==> src/rtl/tbuf_arb_pkg.sv <==
// Shared types and widths for the tristate-bus drive-enable arbiter.
package tbuf_arb_pkg;

    typedef enum logic [1:0] {
        IDLE  = 2'd0,
        GRANT = 2'd1,
        TURN  = 2'd2
    } arb_state_t;

    localparam int unsigned TURN_W = 3;
    localparam int unsigned HOLD_W = 8;

endpackage

==> src/rtl/tbuf_rr_pick.sv <==
// Round-robin picker: first requester at or above ptr_i, wrapping at N-1.
module tbuf_rr_pick #(
    parameter int unsigned N     = 4,
    parameter int unsigned IDX_W = 2
) (
    input  logic [N-1:0]     req_i,
    input  logic [IDX_W-1:0] ptr_i,
    output logic [N-1:0]     win_oh_o,
    output logic [IDX_W-1:0] win_idx_o
);

    // Walk the request vector in rotated order and stop at the first hit.
    always_comb begin
        logic        found;
        int unsigned j;
        found     = 1'b0;
        j         = 0;
        win_oh_o  = '0;
        win_idx_o = '0;
        for (int unsigned i = 0; i < N; i++) begin
            j = 32'(ptr_i) + i;
            if (j >= N) begin
                j = j - N;
            end
            if (!found && req_i[IDX_W'(j)]) begin
                found                  = 1'b1;
                win_idx_o              = IDX_W'(j);
                win_oh_o[IDX_W'(j)]    = 1'b1;
            end
        end
    end

endmodule

==> src/rtl/tbuf_bus_arbiter.sv <==
// Round-robin TBUF drive-enable controller with break-before-make turnaround.
// Optional grant-length limit enabled by defining TBUF_ARB_HOLD_TIMEOUT_EN.
module tbuf_bus_arbiter
    import tbuf_arb_pkg::*;
#(
    parameter int unsigned N_MASTERS   = 4,
    parameter int unsigned TURN_CYCLES = 1,
    parameter int unsigned MAX_HOLD    = 16
) (
    input  logic                         CLK,
    input  logic                         R,
    input  logic [N_MASTERS-1:0]         req,
    output logic [N_MASTERS-1:0]         gnt,
    output logic [N_MASTERS-1:0]         drv_en,
    output logic [$clog2(N_MASTERS)-1:0] owner,
    output logic                         busy,
    output logic                         bus_float,
    output logic                         timeout
);

    localparam int unsigned IDX_W = $clog2(N_MASTERS);

    if (N_MASTERS < 2 || N_MASTERS > 16 || TURN_CYCLES > 7 || MAX_HOLD < 2 || MAX_HOLD > 255)
    begin : g_bad_param
        $error("tbuf_bus_arbiter: parameter out of range");
    end

    arb_state_t           state_q, state_d;
    logic [N_MASTERS-1:0] drv_en_q, drv_en_d;
    logic [IDX_W-1:0]     owner_q, owner_d;
    logic [IDX_W-1:0]     ptr_q, ptr_d;
    logic [TURN_W-1:0]    turn_q, turn_d;
    logic [N_MASTERS-1:0] win_oh;
    logic [IDX_W-1:0]     win_idx;
    logic                 release_c;
`ifdef TBUF_ARB_HOLD_TIMEOUT_EN
    logic [HOLD_W-1:0]    hold_q, hold_d;
    logic                 timeout_q, timeout_d;
`endif

    tbuf_rr_pick #(
        .N     (N_MASTERS),
        .IDX_W (IDX_W)
    ) u_pick (
        .req_i     (req),
        .ptr_i     (ptr_q),
        .win_oh_o  (win_oh),
        .win_idx_o (win_idx)
    );

    // Next-state and next-output logic.
    always_comb begin
        state_d   = state_q;
        drv_en_d  = drv_en_q;
        owner_d   = owner_q;
        ptr_d     = ptr_q;
        turn_d    = turn_q;
        release_c = 1'b0;
`ifdef TBUF_ARB_HOLD_TIMEOUT_EN
        hold_d    = hold_q;
        timeout_d = 1'b0;
`endif
        unique case (state_q)
            IDLE: begin
                if (|req) begin
                    state_d  = GRANT;
                    drv_en_d = win_oh;
                    owner_d  = win_idx;
                    ptr_d    = (win_idx == IDX_W'(N_MASTERS - 1)) ? '0 : win_idx + IDX_W'(1);
`ifdef TBUF_ARB_HOLD_TIMEOUT_EN
                    hold_d   = '0;
`endif
                end
            end
            GRANT: begin
`ifdef TBUF_ARB_HOLD_TIMEOUT_EN
                hold_d = hold_q + HOLD_W'(1);
                if (!req[owner_q]) begin
                    release_c = 1'b1;
                end else if (hold_q == HOLD_W'(MAX_HOLD - 1)) begin
                    release_c = 1'b1;
                    timeout_d = 1'b1;
                end
`else
                release_c = ~req[owner_q];
`endif
                if (release_c) begin
                    drv_en_d = '0;
                    turn_d   = '0;
                    state_d  = (TURN_CYCLES == 0) ? IDLE : TURN;
                end
            end
            TURN: begin
                if (turn_q == TURN_W'(TURN_CYCLES - 1)) begin
                    state_d = IDLE;
                end else begin
                    turn_d = turn_q + TURN_W'(1);
                end
            end
            default: begin
                state_d  = IDLE;
                drv_en_d = '0;
            end
        endcase
    end

    always_ff @(posedge CLK or negedge R) begin
        if (!R) begin
            state_q  <= IDLE;
            drv_en_q <= '0;
            owner_q  <= '0;
            ptr_q    <= '0;
            turn_q   <= '0;
        end else begin
            state_q  <= state_d;
            drv_en_q <= drv_en_d;
            owner_q  <= owner_d;
            ptr_q    <= ptr_d;
            turn_q   <= turn_d;
        end
    end

`ifdef TBUF_ARB_HOLD_TIMEOUT_EN
    always_ff @(posedge CLK or negedge R) begin
        if (!R) begin
            hold_q    <= '0;
            timeout_q <= 1'b0;
        end else begin
            hold_q    <= hold_d;
            timeout_q <= timeout_d;
        end
    end
    assign timeout = timeout_q;
`else
    assign timeout = 1'b0;
`endif

    // Status flags derive straight from the enable register so the keeper tracks the TBUFs.
    assign gnt       = drv_en_q;
    assign drv_en    = drv_en_q;
    assign owner     = owner_q;
    assign busy      = |drv_en_q;
    assign bus_float = ~(|drv_en_q);

    a_onehot_drv : assert property (@(posedge CLK) disable iff (!R) $onehot0(drv_en_q));

endmodule

==> config.mk <==
export PLATFORM = sky130hd
export DESIGN_NAME = tbuf_bus_arbiter
export DESIGN_NICKNAME = d
export VERILOG_FILES = /design/src/rtl/tbuf_arb_pkg.sv /design/src/rtl/tbuf_rr_pick.sv /design/src/rtl/tbuf_bus_arbiter.sv
export SDC_FILE = /design/constraint.sdc
export NUM_CORES = 1
export LEC_CHECK = 0
export ABC_AREA = 1
export CAP_MARGIN = 20
export CELL_PAD_IN_SITES_DETAIL_PLACEMENT = 0
export CELL_PAD_IN_SITES_GLOBAL_PLACEMENT = 2
export CORE_ASPECT_RATIO = 1.25
export CORE_UTILIZATION = 25
export CTS_BUF_LIST = sky130_fd_sc_hd__clkbuf_8
export DETAILED_ROUTE_END_ITERATION = 8
export PLACE_DENSITY_LB_ADDON = 0.3
export RECOVER_POWER = 50
export SYNTH_ARGS = -nofsm -noshare
export SYNTH_HDL_FRONTEND = slang
export SYNTH_SLANG_ARGS = --single-unit
==> constraint.sdc <==
create_clock -name CLK -period 1.95 [get_ports CLK]
set_input_delay 0.4875 -clock CLK [delete_from_list [all_inputs] [get_ports CLK]]
set_output_delay 0.4875 -clock CLK [all_outputs]
set_load 0.03 [all_outputs]
---- Word level (Yosys, flattened, before mapping) ----
Index checks and enable logic that the tools add are counted.
cells by class
  $add $sub $neg .......................... 9
  $lt $le $gt $ge ......................... 13
  eq/ne operators ......................... 7
  muxes and demuxes ....................... 44
  bitwise operators ....................... 5
  reductions and logical operators ........ 19
operators by type and width
  cell                                                                                  number
  2-bit 2-to-1 mux                                                                      12
  4-bit 2-to-1 mux                                                                      6
  2-bit by 3-bit less-than comparator with 1-bit output (second input constant)         5
  1-bit 2-to-1 mux                                                                      12
  4-bit OR                                                                              3
  4-bit case mux with 3 select lines                                                    1
  1-bit binary-select mux with 2-bit select                                             5
  3-bit greater-or-equal comparator (second input constant)                             3
  3-bit AND reduction                                                                   3
  1-bit demux with 2-bit select                                                         4
  2-bit by 1-bit greater-or-equal comparator with 1-bit output (second input constant)  4
  2-bit != test (second input constant)                                                 4
  4-bit OR reduction                                                                    2
  2-bit by 1-bit subtractor with 2-bit output (second input constant)                   4
  1-bit logical AND                                                                     7
  2-bit by 2-bit adder with 3-bit output (second input constant)                        2
  3-bit 2-to-1 mux                                                                      2
  2-bit case mux with 3 select lines                                                    1
  3-bit case mux with 2 select lines                                                    1
  2-bit equality test (second input constant)                                           2
  2-bit by 1-bit adder with 3-bit output (second input constant)                        1
  3-bit by 1-bit adder with 3-bit output (second input constant)                        1
  2-bit by 3-bit greater-or-equal comparator with 1-bit output (second input constant)  1
  1-bit zero test                                                                       3
  7 further kinds                                                                       8
word-level totals
  flip-flop bits (word level) ............. 13
  output and inout port bits .............. 13
  word-level logic and storage cells ...... 102

---- Logic depth before layout (Yosys ltp) ----
Gate-level depths: netlist of the first run.
  depth after elaboration ................. 16
  gate-level depth with buffers ........... 13
  gate-level depth less buffers ........... 12

---- Modules after synthesis ----
Synthesis of the first run repeated with hierarchy kept, for this count alone.
second synthesis, totals
  cell total of the unflattened synthesis .. 158
  area total of the unflattened synthesis .. 1156.1 um2
by module, submodules not included
  module            times used  cells an instance  area each (um2)  seq. area each (um2)
  tbuf_bus_arbiter  1           85                 716.9            325.3
  tbuf_rr_pick      1           73                 439.2            0.0

---- Worst setup path after synthesis of the first run ----
No wires, ideal clock.
  path kind ............................... register to output
  start point ............................. register drv_en_q[1] (netlist: drv_en[1])
  end point ............................... output port busy
  data arrival time ....................... 2.013 ns
  path slack .............................. -0.550 ns
  cell stages (with the launch flop) ...... 3
  cell sequence ........................... dfrtp_1 > nor4_1 > inv_1
between the ends
  cells in the longest elaborated chain, start to end .. 1
ends and longest elaborated chain
  element                 line                     text
  from (decl)             tbuf_bus_arbiter.sv:29   logic [N_MASTERS-1:0] drv_en_q, drv_en_d;
  from (signal assigned)  tbuf_bus_arbiter.sv:116  drv_en_q <= drv_en_d;
  4-bit OR reduction      tbuf_bus_arbiter.sv:142  assign busy = |drv_en_q;
  to (decl)               tbuf_bus_arbiter.sv:16   output logic busy,
No other way between the ends.

---- Worst setup path after layout of the first run ----
  start point ............................. register drv_en_q[0] (netlist: drv_en[0])
  end point ............................... output port drv_en[0]
RTL lines
  element    line                    text
  to (decl)  tbuf_bus_arbiter.sv:14  output logic [N_MASTERS-1:0] drv_en,
No word-level cell between the ends.

==> flow_summary.json, run 1 <==
{
  "post_layout_cell_count": 268,
  "synth_adder_area_share_pct": 9.28,
  "die_w_microns": 64.3,
  "synth.area.top_cells": "sky130_fd_sc_hd__dfrtp_1 27%, sky130_fd_sc_hd__nand2_1 20%, sky130_fd_sc_hd__ha_1 9.3%, sky130_fd_sc_hd__inv_1 5.9%, sky130_fd_sc_hd__nand3_1 5.8%",
  "clock_tree.htree_level_count": 1,
  "post_dr_wirelength_cell_microns": 11.2,
  "netSwitchingPower_w": 0.00152,
  "combinational_power_share_pct": 76.2,
  "ys.flop_type": "sky130_fd_sc_hd__dfrtp_1",
  "fillers": 530,
  "antenna_cells": 0,
  "detail-route-antenna-nets": 0,
  "ir_drop_mv": 0.680,
  "netSwitchingFraction_pct": 53.3,
  "synth_seq_area_share_pct": 26.8,
  "tightestPinTransition_ns": 0.590,
  "pin_count_of_the_biggest_net_entering_global_routing": 15,
  "grt_antenna_before_repair": 0,
  "worst_path_max_delay_cell": "sky130_fd_sc_hd__clkdlybuf4s50_1",
  "clk_pin_slew_ns": 0.05,
  "cpPeakStageDelay_ns": 0.65,
  "core_region_area_sq_um": 4690,
  "synth_compound_gate_area_share_pct": 6.29,
  "synthDistinctLibCells": 30,
  "gp_routability_congestion": 0.796,
  "cts-root-buf": "sky130_fd_sc_hd__clkbuf_8",
  "fmax_mhz": 525,
  "slew_violations": 0,
  "io_buffer_count": 17,
  "synth_top_family_by_area": "simple AND/OR/NAND/NOR gates",
  "timing.critical_path.depth": 2,
  "muxShareOfSynthArea_pct": 0,
  "hold_start": "turn_q[2]$_DFFE_PN0P_",
  "clk_latency_ns": 0.24,
  "worstHoldPathType": "flip-flop to flip-flop",
  "yosys_register_bits": 13,
  "synth.avg_cell_area_sq_um": 6.82,
  "gr-total-overflow": 0,
  "syn_nets": 193,
  "synth_top_cell_by_area": "sky130_fd_sc_hd__dfrtp_1",
  "floorplan.die_area_sq_um": 5140,
  "holdWs_ns": 0.541,
  "worst-path-max-fanout": 3,
  "area.growth.synth_to_final_pct": 30.7,
  "worstHoldPathCells": 2,
  "crit-reg2reg-launch": "ptr_q[1]$_DFFE_PN0P_",
  "timing.rr.end": "ptr_q[1]$_DFFE_PN0P_",
  "period_share_pct": 97.7,
  "totalPowerFinal_w": 0.00285,
  "route.detailed.vias_per_inst": 4.47,
  "synthArstFlopShare_pct": 100,
  "synth-xor-area-share_pct": 0.722,
  "cts_tree": "yes",
  "synth-edff-count": 0,
  "power_per_cell_area_nw_per_um2": 1800,
  "synthesis.area_sq_um": 1210,
  "grt_pass1_wl_microns": 5180,
  "worst_setup_path_start_kind": "flip-flop",
  "postSynthCellCount": 178,
  "cp.arrival_ns": 1.42,
  "worst-endpoint-required_ns": 1.46,
  "hold_end": "turn_q[2]$_DFFE_PN0P_",
  "slew_hr_pct": 60.6,
  "fraction_of_layout_cells_with_a_size_suffix_above_1_pct": 20.2,
  "first_pass_iters": 5,
  "cts_max_path_buffers": 2,
  "setup_viol": 0,
  "clockPowerShare_pct": 8.1,
  "yosys.area_share.simple_pct": 44.6,
  "max_cap_viol_count": 0,
  "drcViolationCount": 0,
  "yosys_warnings": 0,
  "synth_top_area_share_pct": 26.8,
  "critical_path_buf_inv_count": 2,
  "detailedPlacementHpwl_microns": 2450,
  "first_global_vias": 1239,
  "rr_worst_depth": 11,
  "end_kind": "output pin",
  "grtUsageTotal_pct": 13.1,
  "cts_sinks": 13,
  "die-height_microns": 79.9,
  "dr.first_iter.drc_count": 39,
  "power.leakage_nw": 0.847,
  "period_minus_slack_ns": 1.91,
  "routed-via-count": 1197,
  "power.share.sequential_pct": 15.7,
  "clock-skew-final_ns": 0.00352,
  "worstSetupPathType": "flip-flop to output pin",
  "num_rows": 28,
  "cts-buffers-inserted": 3,
  "wl_microns": 3010,
  "worstPathCellList": "buf_4, clkdlybuf4s50_1",
  "pin_count": 19,
  "worst_path_dominant_cell_family": "buffers and inverters",
  "initial_core_util_pct": 25.9,
  "place.detailed.instances": 263,
  "status": "complete, no violations",
  "ff2ff_setup_slack_ns": 0.18,
  "num-nets-final": 224,
  "internal_power_w": 0.00133,
  "hold_violations": 0
}
cell usage in the layout (no fill, tap or decap), drive strengths merged, types with 4 or more instances in the layout:
cell	Yosys	final
dfrtp	13	13
buf	7	15
clkdlybuf4s50	0	11
nor2	13	13
inv	22	23
clkbuf	0	6
o21ai	6	6
nand2	72	72
nand4	6	6
nand3	17	17
a21oi	4	4
ha	9	9
power by group through the flow:
stage | Clock [W] | Combinational, W | Sequential (W)
6_report | 0.000230 | 0.00217 | 0.000448
5_1_grt | 0.000252 | 0.00245 | 0.000465
4_1_cts | 0.000243 | 0.00213 | 0.000449
3_5_place_dp | 0 | 0.00215 | 0.000452
3_3_place_gp | 0 | 0.00215 | 0.000449
2_1_floorplan | 0 | 0.00144 | 0.000541
state kept, by name (all words and copies together) (netlist names), named ones only:
register / count
state_q: 2
drv_en: 4
owner: 2
ptr_q: 1
turn_q: 3
how the worst max path moves through the flow:
stage | slack (ns) | from | endpoint
finish | 0.04 | drv_en[0]$_DFFE_PN0P_ | drv_en[0]
global placement | -0.15 | req[1] | drv_en[0]$_DFFE_PN0P_
detailed placement | -0.18 | req[1] | drv_en[0]$_DFFE_PN0P_
CTS | 0.03 | ptr_q[1]$_DFFE_PN0P_ | ptr_q[1]$_DFFE_PN0P_
floorplan | 0.1 | ptr_q[1]$_DFFE_PN0P_ | ptr_q[1]$_DFFE_PN0P_
global route | -0.0004 | req[0] | drv_en[1]$_DFFE_PN0P_
through the flow:
stage / utilization [%] / setup slack [ns] / setup TNS, ns / area, sq um
after global routing: 33.8 / -0.000397 / -0.000397 / 1590
after detailed placement: 32.5 / -0.177 / -1.01 / 1530
after global placement: 32.5 / -0.150 / -0.860 / 1530
final: 33.8 / 0.0446 / 0 / 1590
after CTS: 33.4 / 0.0328 / 0 / 1570
after floorplan: - / 0.0990 / 0 / 1230
synthesized netlist by cell type (3+ instances only):
library cell / number
sky130_fd_sc_hd__dfrtp_1: 13
sky130_fd_sc_hd__nor2_1: 8
sky130_fd_sc_hd__nand3_1: 14
sky130_fd_sc_hd__nand3_2: 3
sky130_fd_sc_hd__buf_4: 5
sky130_fd_sc_hd__nor2_2: 3
sky130_fd_sc_hd__nand2_1: 66
sky130_fd_sc_hd__o21ai_0: 4
sky130_fd_sc_hd__nand4_1: 6
sky130_fd_sc_hd__nand2_2: 3
sky130_fd_sc_hd__nand2_4: 3
sky130_fd_sc_hd__ha_1: 9
sky130_fd_sc_hd__inv_1: 19
sky130_fd_sc_hd__a21oi_1: 3
routing by layer:
metal  track usage, %  vias up  routed length [microns]
li1                 -      618                        -
met1             13.4      546                     1200
met2             25.9       27                     1630
met3             1.00        6                       88
met4             6.67        0                       85
met5                0        -                        0
worst register-to-register path, cell delays in order, from the launching register on:
cell and delay, ns:
sky130_fd_sc_hd__dfrtp_1 0.36, sky130_fd_sc_hd__inv_1 0.09, sky130_fd_sc_hd__ha_4 0.30, sky130_fd_sc_hd__inv_1 0.08, sky130_fd_sc_hd__nand3_1 0.15, sky130_fd_sc_hd__nand2_4 0.10, sky130_fd_sc_hd__nor2_4 0.15, sky130_fd_sc_hd__nor2_2 0.06
sky130_fd_sc_hd__a21oi_2 0.16, sky130_fd_sc_hd__nor2_2 0.07, sky130_fd_sc_hd__nand2_1 0.06, sky130_fd_sc_hd__nand3_1 0.06
cell type report:
| type | count | area [sq um] | area share, % |
|---|---|---|---|
| multi-input cells | 136 | 778 | 49.1 |
| flip-flops and latches | 13 | 325 | 20.5 |
| repair buffers | 33 | 278 | 17.5 |
| inverters | 22 | 85.1 | 5.36 |
| well taps | 60 | 75.1 | 4.73 |
| clock buffers | 3 | 41.3 | 2.60 |
| clock inverters | 1 | 3.75 | 0.237 |
kinds of logic (layout without fill, tap and decap cells):
group           Yosys count  count (layout)
simple gates            112             112
other cells               1               1
buf+inv                  29              59
compound gates           13              13
fa+ha+maj                 9               9
xor+xnor                  1               1
flops                    13              13
what timing repair did:
item / 4_1_cts / 5_1_grt
gates resized for setup: 2 / 9
pin swaps: 0 / 2
endpoints found under the setup margin: 2 / 11
hold buffers: 0 / 0
buffers inserted: 0 / 1
Power figures use the tool's default switching activity.
==> run 2, diff against run 1 <==
==> constraint.sdc (replaced) <==
create_clock -name CLK -period 1.61 [get_ports CLK]
set_input_delay 0.4025 -clock CLK [delete_from_list [all_inputs] [get_ports CLK]]
set_output_delay 0.4025 -clock CLK [all_outputs]
set_load 0.03 [all_outputs]
==> flow_summary.json, run 2 (synthesis results as in run 1) <==
{
  "status": "finished, violations left",
  "violated_checks": "setup timing",
  "hold_violations": 0,
  "grt_antenna_before_repair": 0,
  "cts_tree": "yes",
  "slew_violations": 0,
  "worstPathCellList": "nor4_4, buf_4, buf_6",
  "cp.arrival_ns": 1.23,
  "clk_latency_ns": 0.24,
  "worst_setup_path_start_kind": "flip-flop",
  "ir_drop_mv": 1.05,
  "cts_max_path_buffers": 2,
  "slew_hr_pct": 53.5,
  "core_region_area_sq_um": 4690,
  "most_frequent_standard_cell_in_the_layout_excluding_fill_and_tap_cells": "sky130_fd_sc_hd__nand2_1",
  "first_pass_iters": 3,
  "cts_sinks": 13,
  "worstHoldPathType": "flip-flop to flip-flop",
  "setup_viol": 2,
  "drcViolationCount": 0,
  "routed-via-count": 1195,
  "die_w_microns": 64.3,
  "first_global_vias": 1224,
  "period_share_pct": 101,
  "totalNegativeSetupSlack_ns": -0.0355,
  "worstHoldPathCells": 2,
  "clock-skew-final_ns": 0.00531,
  "design_area_sq_um": 1790,
  "max_cap_viol_count": 0,
  "power.leakage_nw": 0.948,
  "mostFrequentLayoutCells": "56 x sky130_fd_sc_hd__nand2_1, 25 x sky130_fd_sc_hd__buf_4, 14 x sky130_fd_sc_hd__dlygate4sd2_1",
  "grtUsageTotal_pct": 13.5,
  "tightestPinTransition_ns": 0.698,
  "cpPeakStageDelay_ns": 0.42,
  "num_rows": 28,
  "hold_start": "turn_q[2]$_DFFE_PN0P_",
  "totalPowerFinal_w": 0.00407,
  "grt_pass1_wl_microns": 5330,
  "worst-endpoint-required_ns": 1.21,
  "post_dr_wirelength_cell_microns": 10.9,
  "worst_path_max_delay_cell": "sky130_fd_sc_hd__dfrtp_2",
  "fmax_mhz": 614,
  "floorplan.die_area_sq_um": 5140,
  "die-height_microns": 79.9,
  "end_kind": "output pin",
  "antenna_cells": 0,
  "io_buffer_count": 17,
  "clk_pin_slew_ns": 0.06,
  "holdWs_ns": 0.545,
  "wl_microns": 3050,
  "pin_count": 19,
  "route.detailed.vias_per_inst": 4.28,
  "timing.rr.end": "ptr_q[1]$_DFFE_PN0P_",
  "cts-buffers-inserted": 3,
  "gp_routability_congestion": 0.769,
  "rr_worst_depth": 11,
  "gr-total-overflow": 0,
  "area.growth.synth_to_final_pct": 47.6,
  "power_per_cell_area_nw_per_um2": 2270,
  "clock_tree.htree_level_count": 1,
  "ff2ff_setup_slack_ns": -0.02,
  "final_critical_path_setup_slack_ns": -0.0194,
  "grt_setup_unrepaired": "yes",
  "fillers": 532,
  "fraction_of_layout_cells_with_a_size_suffix_above_1_pct": 37.4,
  "setup.worst_path.start": "drv_en[2]$_DFFE_PN0P_",
  "worstSetupPathType": "flip-flop to output pin",
  "worst-path-max-fanout": 2,
  "pin_count_of_the_biggest_net_entering_global_routing": 15,
  "initial_core_util_pct": 25.9,
  "post_place_setup_slack_ns": -0.395,
  "detailedPlacementHpwl_microns": 2550,
  "detailed_place.area_sq_um": 1640,
  "dr.first_iter.drc_count": 18,
  "num-nets-final": 235,
  "detail-route-antenna-nets": 0,
  "cts.hold.buffers_added": 0,
  "hold_end": "turn_q[2]$_DFFE_PN0P_",
  "cts-root-buf": "sky130_fd_sc_hd__clkbuf_8",
  "period_minus_slack_ns": 1.63,
  "largest_register_ff_count": 4
}
[run 2: cell count changes in the layout (fill, tap and decap cells not counted), moves of 5 or more]
cell                              before  now
sky130_fd_sc_hd__dlygate4sd2_1         2   14
sky130_fd_sc_hd__clkdlybuf4s50_1      11    0
sky130_fd_sc_hd__buf_4                15   25
sky130_fd_sc_hd__nand2_1              65   56
sky130_fd_sc_hd__nand2_2               3   12
sky130_fd_sc_hd__inv_1                19   11
sky130_fd_sc_hd__nand3_1              14    8
sky130_fd_sc_hd__inv_2                 3    8
[run 2: area by class of cell]
type | count | area, sq um | area share (%)
Multi-Input combinational cell | 136 | 898 | 50.1
Sequential cell | 13 | 330 | 18.4
Clock inverter | 1 | 5.00 | 0.279
Tap cell | 60 | 75.1 | 4.19
Inverter | 22 | 90.1 | 5.03
Timing Repair Buffer | 44 | 352 | 19.6
Clock buffer | 3 | 41.3 | 2.30
[run 2: worst max-delay path: cells and delay by family (launching register included)]
family,cells,cell delay (ns)
flops,1,0.42
simple gates,1,0.30
buf+inv,2,0.28
[run 2: where the power goes]
part	total [W]	switching, W	internal [W]
sequential	0.000541	0.0000901	0.000450
combinational	0.00325	0.00193	0.00131
clock	0.000285	0.000114	0.000171
total	0.00407	0.00214	0.00193
[run 2: worst max-delay path by stage]
stage	to	slack, ns	cells after the start
final	bus_float	-0.02	3
after global routing	ptr_q[1]$_DFFE_PN0P_	-0.09	11
after CTS	busy	-0.07	3
after detailed placement	ptr_q[1]$_DFFE_PN0P_	-0.39	11
after global placement	ptr_q[1]$_DFFE_PN0P_	-0.37	11
after floorplan	ptr_q[1]$_DFFE_PN0P_	-0.02	12
[run 2: routing by layer]
layer  vias to the layer above  wire [microns]  GRT usage (%)
met5                         -               0              0
met4                         0              27           4.67
met3                         2              57          0.857
met2                        17            1710           28.1
met1                       536            1250           13.7
li1                        640               -              -
[run 2: stage by stage]
step,cells,util (%)
after floorplan,178,-
after global placement,272,35.0
after detailed placement,272,35.0
after CTS,279,37.6
after global routing,279,38.2
final,279,38.2
[run 2: timing repair]
item,in CTS,in global routing
gates resized for setup,33,13
pin swaps,9,12
endpoints found under the setup margin,22,10
setup buffers,3,0
